### config.mk
export PLATFORM = sky130hd
export DESIGN_NAME = keypad_bank_writer
export DESIGN_NICKNAME = d
export VERILOG_FILES = /design/src/rtl/keypad_bank_writer.sv
export SDC_FILE = /design/constraint.sdc
export NUM_CORES = 1
export LEC_CHECK = 0
export CORE_ASPECT_RATIO = 2
export CORE_MARGIN = 5
export CORE_UTILIZATION = 35
export DETAILED_ROUTE_END_ITERATION = 7
export PLACE_DENSITY = 0.59
export SKIP_LAST_GASP = 1
export SYNTH_ARGS = -nofsm -noshare
export SYNTH_HDL_FRONTEND = slang
export SYNTH_SLANG_ARGS = --single-unit
export TNS_END_PERCENT = 100
### constraint.sdc
create_clock -name clk -period 2.6 [get_ports clk]
set_input_delay 0.65 -clock clk [delete_from_list [all_inputs] [get_ports clk]]
set_output_delay 0.65 -clock clk [all_outputs]
set_load 0.005 [all_outputs]
### src/rtl/keypad_bank_writer.sv
// Keypad-driven register-bank writer: an address key, then a color key, produces one bank write.
// Key 15 from idle sweeps the whole bank to color 0.
module keypad_bank_writer #(
    parameter int ADDR_W  = 4,
    parameter int DATA_W  = 3,
    parameter int TIMEOUT = 50000000
) (
    input  logic              clk,
    input  logic              rst,
    input  logic              key_valid,
    input  logic [3:0]        key_code,
    output logic [ADDR_W-1:0] addrW,
    output logic [DATA_W-1:0] datW,
    output logic              RegWrite,
    output logic              pending,
    output logic              busy
);

    localparam int TW = (TIMEOUT > 1) ? $clog2(TIMEOUT) : 1;
    localparam logic [TW-1:0]     TIMER_LAST = TW'(TIMEOUT - 1);
    localparam logic [ADDR_W-1:0] SWEEP_LAST = {ADDR_W{1'b1}};

    typedef enum logic [1:0] {S_IDLE, S_GOT_ADDR, S_WRITE, S_CLEAR} state_t;

    state_t            state_q, state_d;
    logic              key_prev_q;
    logic              key_event_s;
    logic [ADDR_W-1:0] addr_q, addr_d;
    logic [TW-1:0]     timer_q, timer_d;
    logic [ADDR_W-1:0] sweep_q, sweep_d;
    logic              we_q, we_d;
    logic [ADDR_W-1:0] addrw_q, addrw_d;
    logic [DATA_W-1:0] datw_q, datw_d;
    logic              pending_q, pending_d;
    logic              busy_q, busy_d;

    assign key_event_s = key_valid & ~key_prev_q;

    // Next-state and next-output logic; outputs are computed from the next state so they register cleanly.
    always_comb begin
        state_d = state_q;
        addr_d  = addr_q;
        timer_d = timer_q;
        sweep_d = sweep_q;
        we_d    = 1'b0;
        addrw_d = addrw_q;
        datw_d  = datw_q;
        case (state_q)
            S_IDLE: begin
                if (key_event_s) begin
                    if (key_code == 4'd15) begin
                        sweep_d = {ADDR_W{1'b0}};
                        state_d = S_CLEAR;
                        we_d    = 1'b1;
                        addrw_d = {ADDR_W{1'b0}};
                        datw_d  = {DATA_W{1'b0}};
                    end else begin
                        addr_d  = ADDR_W'(key_code);
                        timer_d = {TW{1'b0}};
                        state_d = S_GOT_ADDR;
                    end
                end else begin
                    state_d = S_IDLE;
                end
            end
            S_GOT_ADDR: begin
                // A key event takes priority over an expiring timer.
                if (key_event_s) begin
                    if (key_code < 4'd8) begin
                        state_d = S_WRITE;
                        we_d    = 1'b1;
                        addrw_d = addr_q;
                        datw_d  = DATA_W'(key_code[2:0]);
                    end else begin
                        state_d = S_IDLE;
                    end
                end else if (timer_q == TIMER_LAST) begin
                    timer_d = {TW{1'b0}};
                    state_d = S_IDLE;
                end else begin
                    timer_d = timer_q + TW'(1'b1);
                end
            end
            S_WRITE: begin
                state_d = S_IDLE;
            end
            S_CLEAR: begin
                if (sweep_q == SWEEP_LAST) begin
                    sweep_d = {ADDR_W{1'b0}};
                    state_d = S_IDLE;
                end else begin
                    sweep_d = sweep_q + ADDR_W'(1'b1);
                    we_d    = 1'b1;
                    addrw_d = sweep_q + ADDR_W'(1'b1);
                    datw_d  = {DATA_W{1'b0}};
                end
            end
            default: begin
                state_d = S_IDLE;
            end
        endcase
        pending_d = (state_d == S_GOT_ADDR);
        busy_d    = (state_d == S_WRITE) || (state_d == S_CLEAR);
    end

    // State, datapath and output registers; key_prev resets high so a held key cannot fire on release.
    always_ff @(posedge clk) begin
        if (!rst) begin
            state_q    <= S_IDLE;
            key_prev_q <= 1'b1;
            addr_q     <= {ADDR_W{1'b0}};
            timer_q    <= {TW{1'b0}};
            sweep_q    <= {ADDR_W{1'b0}};
            we_q       <= 1'b0;
            addrw_q    <= {ADDR_W{1'b0}};
            datw_q     <= {DATA_W{1'b0}};
            pending_q  <= 1'b0;
            busy_q     <= 1'b0;
        end else begin
            state_q    <= state_d;
            key_prev_q <= key_valid;
            addr_q     <= addr_d;
            timer_q    <= timer_d;
            sweep_q    <= sweep_d;
            we_q       <= we_d;
            addrw_q    <= addrw_d;
            datw_q     <= datw_d;
            pending_q  <= pending_d;
            busy_q     <= busy_d;
        end
    end

    assign RegWrite = we_q;
    assign addrW    = addrw_q;
    assign datW     = datw_q;
    assign pending  = pending_q;
    assign busy     = busy_q;

endmodule
==> metrics.txt, run 1 <==
# TYPE chip_impl_metric gauge
chip_impl_metric{name="seq_power_share",unit="%"} 50.6
chip_impl_metric{name="synth-edff-count",unit=""} 0
chip_impl_metric{name="antenna_cells_inserted",unit=""} 0
chip_impl_metric{name="cts-root-to-sink-buffers",unit=""} 2
chip_impl_metric{name="worst-r2r-cell-count",unit=""} 7
chip_impl_metric{name="drv_cap",unit=""} 0
chip_impl_info{name="slowest_stage",value="a2111oi_0"} 1
chip_impl_metric{name="finish.cell_count_without_fillers",unit=""} 382
chip_impl_metric{name="vias",unit=""} 2052
chip_impl_metric{name="net-switching-power",unit="uW"} 325
chip_impl_metric{name="post_synth_inst_count",unit=""} 260
chip_impl_metric{name="timing.critical_path.fanout_max",unit=""} 15
chip_impl_metric{name="overflow",unit=""} 0
chip_impl_metric{name="synth_nets",unit=""} 269
chip_impl_metric{name="cts.repair.resized",unit=""} 0
chip_impl_metric{name="dr.pass1.iters",unit=""} 4
chip_impl_info{name="cts.root.buffer_cell",value="clkbuf_16"} 1
chip_impl_metric{name="number_of_nets_in_the_finished_design",unit=""} 302
chip_impl_metric{name="relSlewSlack",unit="%"} 30.0
chip_impl_info{name="timing.critical_path.cells",value="clkdlybuf4s50_1 > nand2b_4 > or3_4 > a2111oi_0 > buf_4 > xnor2_1 > nor2_1"} 1
chip_impl_metric{name="critical_path.max_stage_delay",unit="ns"} 0.56
chip_impl_metric{name="gp_congestion",unit=""} 0.832
chip_impl_metric{name="post-cts-setup-buffers",unit=""} 0
chip_impl_info{name="yosys.area.top_type",value="dfxtp_1"} 1
chip_impl_info{name="top_routing_layer_in_use",value="met4"} 1
chip_impl_metric{name="initial_antenna_violation_count",unit=""} 0
chip_impl_info{name="grt_setup_unrepaired",value="no"} 1
chip_impl_metric{name="cts_hold_buffers",unit=""} 0
chip_impl_metric{name="drt_iter0_drc",unit=""} 88
chip_impl_info{name="tritoncts",value="done"} 1
chip_impl_info{name="critical_path_class",value="input pin to flop"} 1
chip_impl_metric{name="finalInstanceArea",unit="sq um"} 2900
chip_impl_info{name="ys_top_cells_by_area",value="dfxtp_1, xnor2_1, nand2_1, nor2_1, a21boi_0"} 1
chip_impl_info{name="min_path_type",value="flop to flop"} 1
chip_impl_metric{name="ys_ff_latch",unit=""} 47
chip_impl_metric{name="cts_inserted_buffers",unit=""} 5
chip_impl_metric{name="fin_crit",unit="ns"} 2.46
chip_impl_metric{name="floorplan.die_area",unit="sq um"} 8600
chip_impl_metric{name="fmax",unit="GHz"} 0.406
chip_impl_metric{name="grt_start_max_net_pins",unit=""} 22
chip_impl_metric{name="ant_nets",unit=""} 0
chip_impl_metric{name="leakagePower",unit="nW"} 0.925
chip_impl_info{name="ys_dominant_reg_cell",value="dfxtp_1"} 1
chip_impl_metric{name="placement.setup.worst_slack",unit="ns"} -0.193
chip_impl_metric{name="met3WireLength",unit="um"} 127
chip_impl_metric{name="design.portCount",unit=""} 17
chip_impl_info{name="setup_crit_end",value="timer_q[5]"} 1
chip_impl_metric{name="synth_cell_type_count",unit=""} 56
chip_impl_metric{name="wl_per_cell",unit="um"} 15.5
chip_impl_metric{name="routed_wl",unit="um"} 5930
chip_impl_metric{name="power.share.switching",unit="%"} 22.4
chip_impl_metric{name="period_utilization_post_route",unit="%"} 94.7
chip_impl_metric{name="fraction_of_layout_cells_with_a_size_suffix_above_1",unit="%"} 16.3
chip_impl_metric{name="register_area_share_after_synthesis",unit="%"} 39.8
chip_impl_metric{name="grt_first_pass_wirelength",unit="um"} 10100
chip_impl_info{name="timing.rr.start",value="timer_q[0]"} 1
chip_impl_metric{name="dpl.hpwl",unit="um"} 4550
chip_impl_metric{name="aggregate_global_route_resource_usage",unit="%"} 15.5
chip_impl_metric{name="route.layer.met1.wl",unit="um"} 2100
chip_impl_metric{name="avgViaCountPerCell",unit=""} 5.37
chip_impl_metric{name="detail_route.drc_violations",unit=""} 0
chip_impl_metric{name="first_global_vias",unit=""} 2147
chip_impl_metric{name="share_comb_of_total_power",unit="%"} 6.6
chip_impl_metric{name="start_util",unit="%"} 35.7
chip_impl_metric{name="worstPathArrival",unit="ns"} 2.65
chip_impl_metric{name="syn_to_final_growth",unit="%"} 22.7
chip_impl_metric{name="vdd_ir_drop_max",unit="mV"} 0.399
chip_impl_metric{name="core-area",unit="sq um"} 6620
chip_impl_metric{name="placed_cells",unit=""} 374
chip_impl_metric{name="regToRegSetupSlack",unit="ns"} 0.55
chip_impl_metric{name="worst_skew_pair.late_latency",unit="ns"} 0.29
chip_impl_metric{name="setup_tns",unit="ns"} 0
chip_impl_metric{name="post_synth.cell_area_avg",unit="sq um"} 9.10
chip_impl_metric{name="power_frac_clock",unit="%"} 42.8
chip_impl_metric{name="cts_sinks",unit=""} 47
chip_impl_metric{name="timing.final.hold_violations",unit=""} 0
chip_impl_metric{name="p_int",unit="mW"} 1.13
chip_impl_metric{name="timing_max_transition_violations_final",unit=""} 0
chip_impl_info{name="crit_path_capture_type",value="flop"} 1
chip_impl_metric{name="synth_warnings",unit=""} 0
chip_impl_info{name="crit_path_start",value="key_valid"} 1
chip_impl_metric{name="placement.io_buffers",unit=""} 16
chip_impl_metric{name="setup_violations",unit=""} 0
chip_impl_metric{name="h-tree-depth",unit=""} 2
chip_impl_metric{name="wire_length_on_met2",unit="um"} 3340
chip_impl_metric{name="clock_skew",unit="ns"} 0.00284
chip_impl_metric{name="yosysTopAreaCellShare",unit="%"} 39.8
chip_impl_info{name="worst_r2r_endpoint",value="timer_q[22]"} 1
chip_impl_metric{name="clk_pin_slew",unit="ns"} 0.06
chip_impl_metric{name="fraction_of_synthesis_flops_using_an_asynchronous_set_or_reset_pin",unit="%"} 0
chip_impl_metric{name="fp.dieH",unit="um"} 126
chip_impl_metric{name="floorplan.rows",unit=""} 42
chip_impl_metric{name="total_power",unit="mW"} 1.45
chip_impl_metric{name="die_width",unit="um"} 68.1
chip_impl_metric{name="postPlaceCellArea",unit="sq um"} 2760
chip_impl_metric{name="worst_pin_slew",unit="ns"} 1.05
chip_impl_metric{name="pd_cells",unit="nW/um^2"} 501
chip_impl_metric{name="timing.critical_path.required",unit="ns"} 2.79
chip_impl_info{name="worst_setup_path_start_kind",value="input pin"} 1
chip_impl_info{name="outcome",value="completed"} 1
chip_impl_metric{name="worst_slack",unit="ns"} 0.137
chip_impl_metric{name="syn-cell-area",unit="sq um"} 2370
cell families (layout without fill, tap and decap cells):
group,Yosys count,after routing,share of synthesized area (%)
compound gates,61,61,21.5
xor+xnor,20,20,7.40
fa+ha+maj,2,2,1.06
buf+inv,18,52,3.49
flops,47,47,39.8
mux,4,4,1.75
simple gates,108,108,25.0
worst max-delay path, delay by kind of cell:
| kind | cells | cell delay (ns) |
|---|---|---|
| simple gates | 3 | 0.60 |
| compound gates | 1 | 0.56 |
| buf+inv | 2 | 0.73 |
| xor+xnor | 1 | 0.11 |
area by class of cell:
class,count,area [sq um]
clock inverters,2,12.5
flip-flops and latches,47,941
clock buffers,6,129
inverters,4,15.0
well taps,88,110
multi-input cells,195,1340
fillers,674,3720
repair buffers,40,353
layer usage:
layer  track usage, %  vias up
li1                 -     1023
met1             14.2      967
met2             28.6       37
met3             2.85       25
met4             10.8        0
met5                0        -
Yosys cell counts, types with 6 or more instances:
cell / n
a21oi_1: 7
a21boi_0: 10
clkbuf_1: 8
or3_1: 6
nand3_1: 13
nand4_1: 6
nand2_1: 26
xnor2_1: 19
nor2_1: 24
dfxtp_1: 47
a211oi_1: 8
a2111oi_0: 6
power by group through the flow:
| stage | Clock, mW | Sequential, mW | Combinational (mW) |
|---|---|---|---|
| after detailed placement | 0 | 0.752 | 0.0967 |
| after CTS | 0.644 | 0.736 | 0.0973 |
| after global placement | 0 | 0.752 | 0.0958 |
| after global routing | 0.675 | 0.737 | 0.105 |
| final | 0.623 | 0.736 | 0.0955 |
| after floorplan | 0 | 0.749 | 0.0556 |
sequential cells by signal, indices dropped and copies added, names as in the netlist:
signal	count
timer_q	26
addrW	4
addr_q	4
sweep_q	4
datW	3
state_q	2
RegWrite	1
busy	1
key_prev_q	1
pending	1
worst min path at each step:
stage                  start       end  slack (ns)  depth (start not counted)
detailed placement   datW[2]   datW[2]        0.46                          2
finish               datW[2]   datW[2]        0.47                          2
floorplan           addrW[0]  addrW[0]        0.46                          2
global placement    addrW[1]  addrW[1]        0.45                          2
global route        addrW[1]  addrW[1]        0.48                          2
CTS                  datW[2]   datW[2]        0.47                          2
metrics by stage:
stage          hold slack, ns  util (%)
2_1_floorplan           0.457         -
6_report                0.468      43.8
4_1_cts                 0.474      43.8
3_5_place_dp            0.462      41.7
3_3_place_gp            0.454      41.7
5_1_grt                 0.485      43.8
layout by cell type, fill, tap and decap left out, types with 3 or more instances in the layout:
cell type and n:
nor2b_1 5, a21oi_1 7, buf_4 23, a2111oi_2 3, nand3_1 13, and4_1 5, dfxtp_1 47, a2111oi_0 6
or3_1 6, and2_1 5, inv_1 4, xnor2_1 19, o221a_2 4, clkdlybuf4s50_1 16, nand4_1 6, nand2_1 26
mux2i_1 3, a211oi_1 8, nor2_1 24, clkbuf_16 5, and3_1 3, a21boi_0 10, o21ai_0 5
Note: power is estimated with default switching activity, not from simulation.
==> run 2: changes to the inputs <==
- clock period: 2.6 -> 2.9 ns (I/O delays scaled with it)
==> run 2 against run 1 <==
Effect of this change: power fell by 6.8%; clock skew is 0.0024 ns higher; worst setup slack improved by 0.24 ns; non-clock buffer count fell by 14; critical path type unchanged; largest cell class unchanged.
==> metrics.txt, run 2 (same netlist as run 1, synthesis figures left out) <==
# TYPE chip_impl_metric gauge
chip_impl_metric{name="multi_input_area",unit="sq um"} 1340
chip_impl_info{name="critical_path_class",value="input pin to flop"} 1
chip_impl_metric{name="h-tree-depth",unit=""} 2
chip_impl_info{name="registers.top_by_ff_count",value="timer_q"} 1
chip_impl_metric{name="clk_pin_slew",unit="ns"} 0.06
chip_impl_info{name="timing.critical_path.cells",value="clkdlybuf4s50_1 > and4_4 > or3_4 > a21o_1 > or4_4 > a21oi_2"} 1
chip_impl_metric{name="first_global_vias",unit=""} 1920
chip_impl_metric{name="grt_start_max_net_pins",unit=""} 21
chip_impl_metric{name="clock_skew",unit="ns"} 0.00519
chip_impl_metric{name="fraction_of_layout_cells_with_a_size_suffix_above_1",unit="%"} 12.5
chip_impl_info{name="slowest_stage",value="or4_4"} 1
chip_impl_metric{name="worst_skew_pair.late_latency",unit="ns"} 0.29
chip_impl_metric{name="drv_cap",unit=""} 0
chip_impl_metric{name="regToRegSetupSlack",unit="ns"} 0.74
chip_impl_metric{name="vias",unit=""} 2051
chip_impl_metric{name="timing.critical_path.fanout_max",unit=""} 20
chip_impl_metric{name="cts.repair.resized",unit=""} 0
chip_impl_metric{name="setup_tns",unit="ns"} 0
chip_impl_metric{name="fin_crit",unit="ns"} 2.53
chip_impl_metric{name="ant_nets",unit=""} 0
chip_impl_metric{name="fmax",unit="GHz"} 0.396
chip_impl_info{name="tritoncts",value="done"} 1
chip_impl_metric{name="relSlewSlack",unit="%"} 21.9
chip_impl_metric{name="placement.io_buffers",unit=""} 16
chip_impl_info{name="timing.critical_path.max_delay_family",value="simple AND/OR/NAND/NOR gates"} 1
chip_impl_info{name="cts.root.buffer_cell",value="clkbuf_16"} 1
chip_impl_metric{name="worstPathArrival",unit="ns"} 2.76
chip_impl_metric{name="timing_max_transition_violations_final",unit=""} 0
chip_impl_info{name="min_path_type",value="flop to flop"} 1
chip_impl_metric{name="grt_first_pass_wirelength",unit="um"} 9650
chip_impl_metric{name="setup_violations",unit=""} 0
chip_impl_metric{name="timing.critical_path.required",unit="ns"} 3.13
chip_impl_metric{name="flip_flop_count_of_the_largest_register_after_layout",unit=""} 26
chip_impl_metric{name="leakagePower",unit="nW"} 0.864
chip_impl_metric{name="die_width",unit="um"} 68.1
chip_impl_metric{name="routed_wl",unit="um"} 5990
chip_impl_metric{name="floorplan.rows",unit=""} 42
chip_impl_metric{name="design.portCount",unit=""} 17
chip_impl_metric{name="period_utilization_post_route",unit="%"} 87.1
chip_impl_info{name="grt_setup_unrepaired",value="no"} 1
chip_impl_metric{name="timing.final.hold_violations",unit=""} 0
chip_impl_info{name="highest_count_cells_in_the_layout_ignoring_fill_and_taps",value="dfxtp_1, nand2_1, nor2_1, xnor2_1, clkdlybuf4s50_1"} 1
chip_impl_metric{name="critical_path.max_stage_delay",unit="ns"} 0.52
chip_impl_info{name="outcome",value="completed"} 1
chip_impl_metric{name="dr.pass1.iters",unit=""} 4
chip_impl_metric{name="total_power",unit="mW"} 1.36
chip_impl_info{name="crit_path_capture_type",value="flop"} 1
chip_impl_metric{name="overflow",unit=""} 0
chip_impl_metric{name="start_util",unit="%"} 35.7
chip_impl_metric{name="seq_cell_area",unit="sq um"} 941
chip_impl_metric{name="detail_route.drc_violations",unit=""} 0
chip_impl_metric{name="cts_sinks",unit=""} 47
chip_impl_metric{name="dpl.hpwl",unit="um"} 4460
chip_impl_metric{name="pd_cells",unit="nW/um^2"} 481
chip_impl_metric{name="wl_per_cell",unit="um"} 16.3
chip_impl_metric{name="avgViaCountPerCell",unit=""} 5.57
chip_impl_metric{name="fp.dieH",unit="um"} 126
chip_impl_info{name="mostFrequentLayoutCell",value="dfxtp_1"} 1
chip_impl_metric{name="cts_inserted_buffers",unit=""} 5
chip_impl_metric{name="cts_hold_buffers",unit=""} 0
chip_impl_metric{name="cts-root-to-sink-buffers",unit=""} 2
chip_impl_metric{name="syn_to_final_growth",unit="%"} 19.0
chip_impl_metric{name="aggregate_global_route_resource_usage",unit="%"} 15.0
chip_impl_metric{name="drt_iter0_drc",unit=""} 47
chip_impl_metric{name="initial_antenna_violation_count",unit=""} 0
chip_impl_info{name="worst_setup_path_start_kind",value="input pin"} 1
chip_impl_metric{name="number_of_nets_in_the_finished_design",unit=""} 288
chip_impl_metric{name="path_buf_inv",unit=""} 1
chip_impl_metric{name="core-area",unit="sq um"} 6620
chip_impl_metric{name="worst_pin_slew",unit="ns"} 1.17
chip_impl_metric{name="post-cts-setup-buffers",unit=""} 0
chip_impl_metric{name="floorplan.die_area",unit="sq um"} 8600
chip_impl_metric{name="vdd_ir_drop_max",unit="mV"} 0.450
chip_impl_metric{name="antenna_cells_inserted",unit=""} 0
chip_impl_metric{name="gp_congestion",unit=""} 0.828
chip_impl_metric{name="filler_cell_count",unit=""} 701
run 2: cell types whose count changed in the layout (fill, tap and decap cells not counted), sizes merged:
cell,previous run,this run
buf,24,10
clkinv,1,0
clkbuf,6,7
run 2: area by class of cell:
| class | count | share of cell area (%) |
|---|---|---|
| sequential | 47 | 33.4 |
| tap | 88 | 3.91 |
| clock inverter | 1 | 0.267 |
| timing repair buffer | 26 | 8.80 |
| multi-input combinational | 195 | 47.7 |
| inverter | 4 | 0.533 |
| clock buffer | 7 | 5.42 |
run 2: per-layer routing:
metal  GRT usage (%)  up-vias  wire length, um
met4            8.32        0              261
met3            2.94       20              149
met2            27.5       41             3480
met5               0        -                0
met1            14.7      991             2100
li1                -      999                -
run 2: path summary, 6_finish.rpt:
kind          startpoint          to  cells past startpoint
max reg2reg   state_q[1]    addrW[3]                      5
min             addrW[0]    addrW[0]                      2
min reg2reg     addrW[0]    addrW[0]                      2
max          key_code[2]  timer_q[7]                      6
run 2: report_power, final:
part           internal [mW]  switching [mW]
Combinational         0.0350          0.0432
Clock                  0.367           0.250
Sequential             0.653         0.00776
run 2: worst min-delay path, cell delays in order (launching register included):
cell	delay (ns)
dfxtp_1	0.31
nand2_1	0.05
a21boi_0	0.07
run 2: through the flow:
step | hold WS [ns] | area (sq um) | utilization, % | worst slack [ns] | std cells
detailed placement | 0.465 | 2660 | 40.1 | 0.0562 | 360
global placement | 0.451 | 2660 | 40.1 | 0.107 | 360
finish | 0.470 | 2820 | 42.5 | 0.374 | 368
global route | 0.508 | 2820 | 42.5 | 0.245 | 368
CTS | 0.477 | 2820 | 42.5 | 0.359 | 368
floorplan | 0.457 | 2370 | - | 0.628 | 260
==> run 3: changes to the inputs <==
- CORE_UTILIZATION: 35 -> 47
- PLACE_DENSITY: 0.59 -> 0.73
==> run 3 against run 2 <==
Effect of this change: critical path depth unchanged; final area is 3.7% lower; sequential power is essentially flat; clock skew is 0.0048 ns higher; combinational power shrank 1%; critical endpoint is now timer_q[6]; largest cell class unchanged.
==> metrics.txt, run 3 (same netlist as run 1, synthesis figures left out) <==
# TYPE chip_impl_metric gauge
chip_impl_info{name="critical_path_class",value="input pin to flop"} 1
chip_impl_metric{name="dpl.hpwl",unit="um"} 4250
chip_impl_info{name="grt_setup_unrepaired",value="no"} 1
chip_impl_info{name="cts.root.buffer_cell",value="clkbuf_8"} 1
chip_impl_metric{name="timing.critical_path.required",unit="ns"} 3.11
chip_impl_metric{name="clk_pin_slew",unit="ns"} 0.09
chip_impl_metric{name="avgViaCountPerCell",unit=""} 6.13
chip_impl_metric{name="grt_start_max_net_pins",unit=""} 23
chip_impl_metric{name="finalInstanceArea",unit="sq um"} 2710
chip_impl_metric{name="vias",unit=""} 2046
chip_impl_info{name="highest_count_cells_in_the_layout_ignoring_fill_and_taps",value="dfxtp_1, nand2_1, nor2_1, xnor2_1, clkdlybuf4s50_1"} 1
chip_impl_metric{name="cts.repair.resized",unit=""} 0
chip_impl_info{name="outcome",value="completed"} 1
chip_impl_metric{name="setup_violations",unit=""} 0
chip_impl_metric{name="power.share.switching",unit="%"} 22.2
chip_impl_metric{name="seq_power_share",unit="%"} 53.2
chip_impl_metric{name="power_frac_clock",unit="%"} 40.6
chip_impl_metric{name="placement.setup.worst_slack",unit="ns"} 0.0693
chip_impl_metric{name="routed_wl",unit="um"} 5670
chip_impl_metric{name="initial_antenna_violation_count",unit=""} 0
chip_impl_metric{name="syn_to_final_growth",unit="%"} 14.6
chip_impl_metric{name="flip_flop_count_of_the_largest_register_after_layout",unit=""} 26
chip_impl_metric{name="leakagePower",unit="nW"} 0.833
chip_impl_metric{name="worst_slack",unit="ns"} 0.395
chip_impl_metric{name="worstPathArrival",unit="ns"} 2.72
chip_impl_metric{name="worst_pin_slew",unit="ns"} 1.08
chip_impl_metric{name="gp_congestion",unit=""} 0.867
chip_impl_metric{name="timing.critical_path.fanout_max",unit=""} 20
chip_impl_metric{name="cts-root-to-sink-buffers",unit=""} 2
chip_impl_metric{name="timing.final.hold_violations",unit=""} 0
chip_impl_info{name="crit_path_capture_type",value="flop"} 1
chip_impl_metric{name="start_util",unit="%"} 48.6
chip_impl_metric{name="clock_skew",unit="ns"} 0.00999
chip_impl_info{name="mostFrequentLayoutCell",value="dfxtp_1"} 1
chip_impl_metric{name="setup_tns",unit="ns"} 0
chip_impl_metric{name="timing_max_transition_violations_final",unit=""} 0
chip_impl_metric{name="fmax",unit="GHz"} 0.399
chip_impl_info{name="tritoncts",value="done"} 1
chip_impl_metric{name="p_int",unit="uW"} 966
chip_impl_metric{name="fraction_of_layout_cells_with_a_size_suffix_above_1",unit="%"} 11.6
chip_impl_metric{name="floorplan.die_area",unit="sq um"} 6640
chip_impl_metric{name="first_global_vias",unit=""} 2019
chip_impl_metric{name="floorplan.rows",unit=""} 36
chip_impl_metric{name="share_comb_of_total_power",unit="%"} 6.2
chip_impl_metric{name="detail_route.drc_violations",unit=""} 0
chip_impl_metric{name="dr.pass1.iters",unit=""} 5
chip_impl_metric{name="filler_cell_count",unit=""} 438
chip_impl_metric{name="net-switching-power",unit="uW"} 276
chip_impl_metric{name="final.hold.worst_slack",unit="ns"} 0.467
chip_impl_metric{name="relSlewSlack",unit="%"} 27.5
chip_impl_metric{name="cts_hold_buffers",unit=""} 0
chip_impl_metric{name="drv_cap",unit=""} 0
chip_impl_info{name="registers.top_by_ff_count",value="timer_q"} 1
chip_impl_metric{name="cts_inserted_buffers",unit=""} 5
chip_impl_metric{name="antenna_cells_inserted",unit=""} 0
chip_impl_info{name="min_path_type",value="flop to flop"} 1
chip_impl_metric{name="die_width",unit="um"} 60.2
chip_impl_metric{name="fin_crit",unit="ns"} 2.50
chip_impl_metric{name="ant_nets",unit=""} 0
chip_impl_metric{name="number_of_nets_in_the_finished_design",unit=""} 285
chip_impl_metric{name="design.portCount",unit=""} 17
chip_impl_metric{name="period_utilization_post_route",unit="%"} 86.4
chip_impl_metric{name="h-tree-depth",unit=""} 2
chip_impl_metric{name="core-area",unit="sq um"} 4860
chip_impl_metric{name="worst_skew_pair.late_latency",unit="ns"} 0.31
chip_impl_metric{name="postPlaceCellArea",unit="sq um"} 2590
chip_impl_metric{name="post-cts-setup-buffers",unit=""} 0
chip_impl_metric{name="pd_cells",unit="nW/um^2"} 458
chip_impl_metric{name="overflow",unit=""} 0
chip_impl_info{name="worst_setup_path_start_kind",value="input pin"} 1
chip_impl_metric{name="wl_per_cell",unit="um"} 17.0
chip_impl_metric{name="fp.dieH",unit="um"} 110
chip_impl_metric{name="placement.io_buffers",unit=""} 16
chip_impl_metric{name="vdd_ir_drop_max",unit="mV"} 0.421
chip_impl_metric{name="cts_sinks",unit=""} 47
chip_impl_metric{name="grt_first_pass_wirelength",unit="um"} 9150
chip_impl_metric{name="aggregate_global_route_resource_usage",unit="%"} 18.2
chip_impl_metric{name="drt_iter0_drc",unit=""} 67
==> run 3: power by group through the flow <==
stage,Combinational (mW),Clock (mW),Sequential (mW)
6_report,0.0771,0.505,0.660
5_1_grt,0.0822,0.538,0.662
4_1_cts,0.0773,0.516,0.660
3_5_place_dp,0.0770,0,0.676
3_3_place_gp,0.0761,0,0.675
2_1_floorplan,0.0498,0,0.672
==> run 3: path summary, 6_finish.rpt <==
check / from / to / slack [ns] / depth (start not counted)
max: key_code[1] / timer_q[6] / 0.40 / 6
min: datW[2] / datW[2] / 0.47 / 2
max reg2reg: timer_q[0] / timer_q[22] / 0.82 / 7
min reg2reg: datW[2] / datW[2] / 0.47 / 2
==> run 3: critical path: stages <==
cell and delay (ns):
clkdlybuf4s50_1 0.46, and4_4 0.22, or3_4 0.46, a2111oi_0 0.60, xnor2_1 0.18, nor2_1 0.06
==> run 3: area by class of cell <==
cell class | count | area (sq um) | area share, %
multi-input combinational | 195 | 1340 | 49.5
clock inverter | 2 | 35.0 | 1.29
sequential | 47 | 941 | 34.7
inverter | 4 | 15.0 | 0.554
tap | 57 | 71.3 | 2.63
timing repair buffer | 23 | 225 | 8.30
clock buffer | 6 | 82.6 | 3.04
==> run 3: routing by layer <==
metal | wire (um) | GRT usage (%) | up-vias
li1 | - | - | 991
met1 | 2100 | 17.2 | 994
met2 | 3170 | 34.5 | 42
met3 | 120 | 2.56 | 19
met4 | 279 | 11.7 | 0
met5 | 0 | 0 | -
==> run 3: through the flow <==
| step | total power [mW] | std cells | utilization (%) |
|---|---|---|---|
| 2_1_floorplan | 0.721 | 260 | - |
| 3_3_place_gp | 0.751 | 326 | 53.3 |
| 3_5_place_dp | 0.753 | 326 | 53.3 |
| 4_1_cts | 1.25 | 334 | 55.8 |
| 5_1_grt | 1.28 | 334 | 55.8 |
| 6_report | 1.24 | 334 | 55.8 |
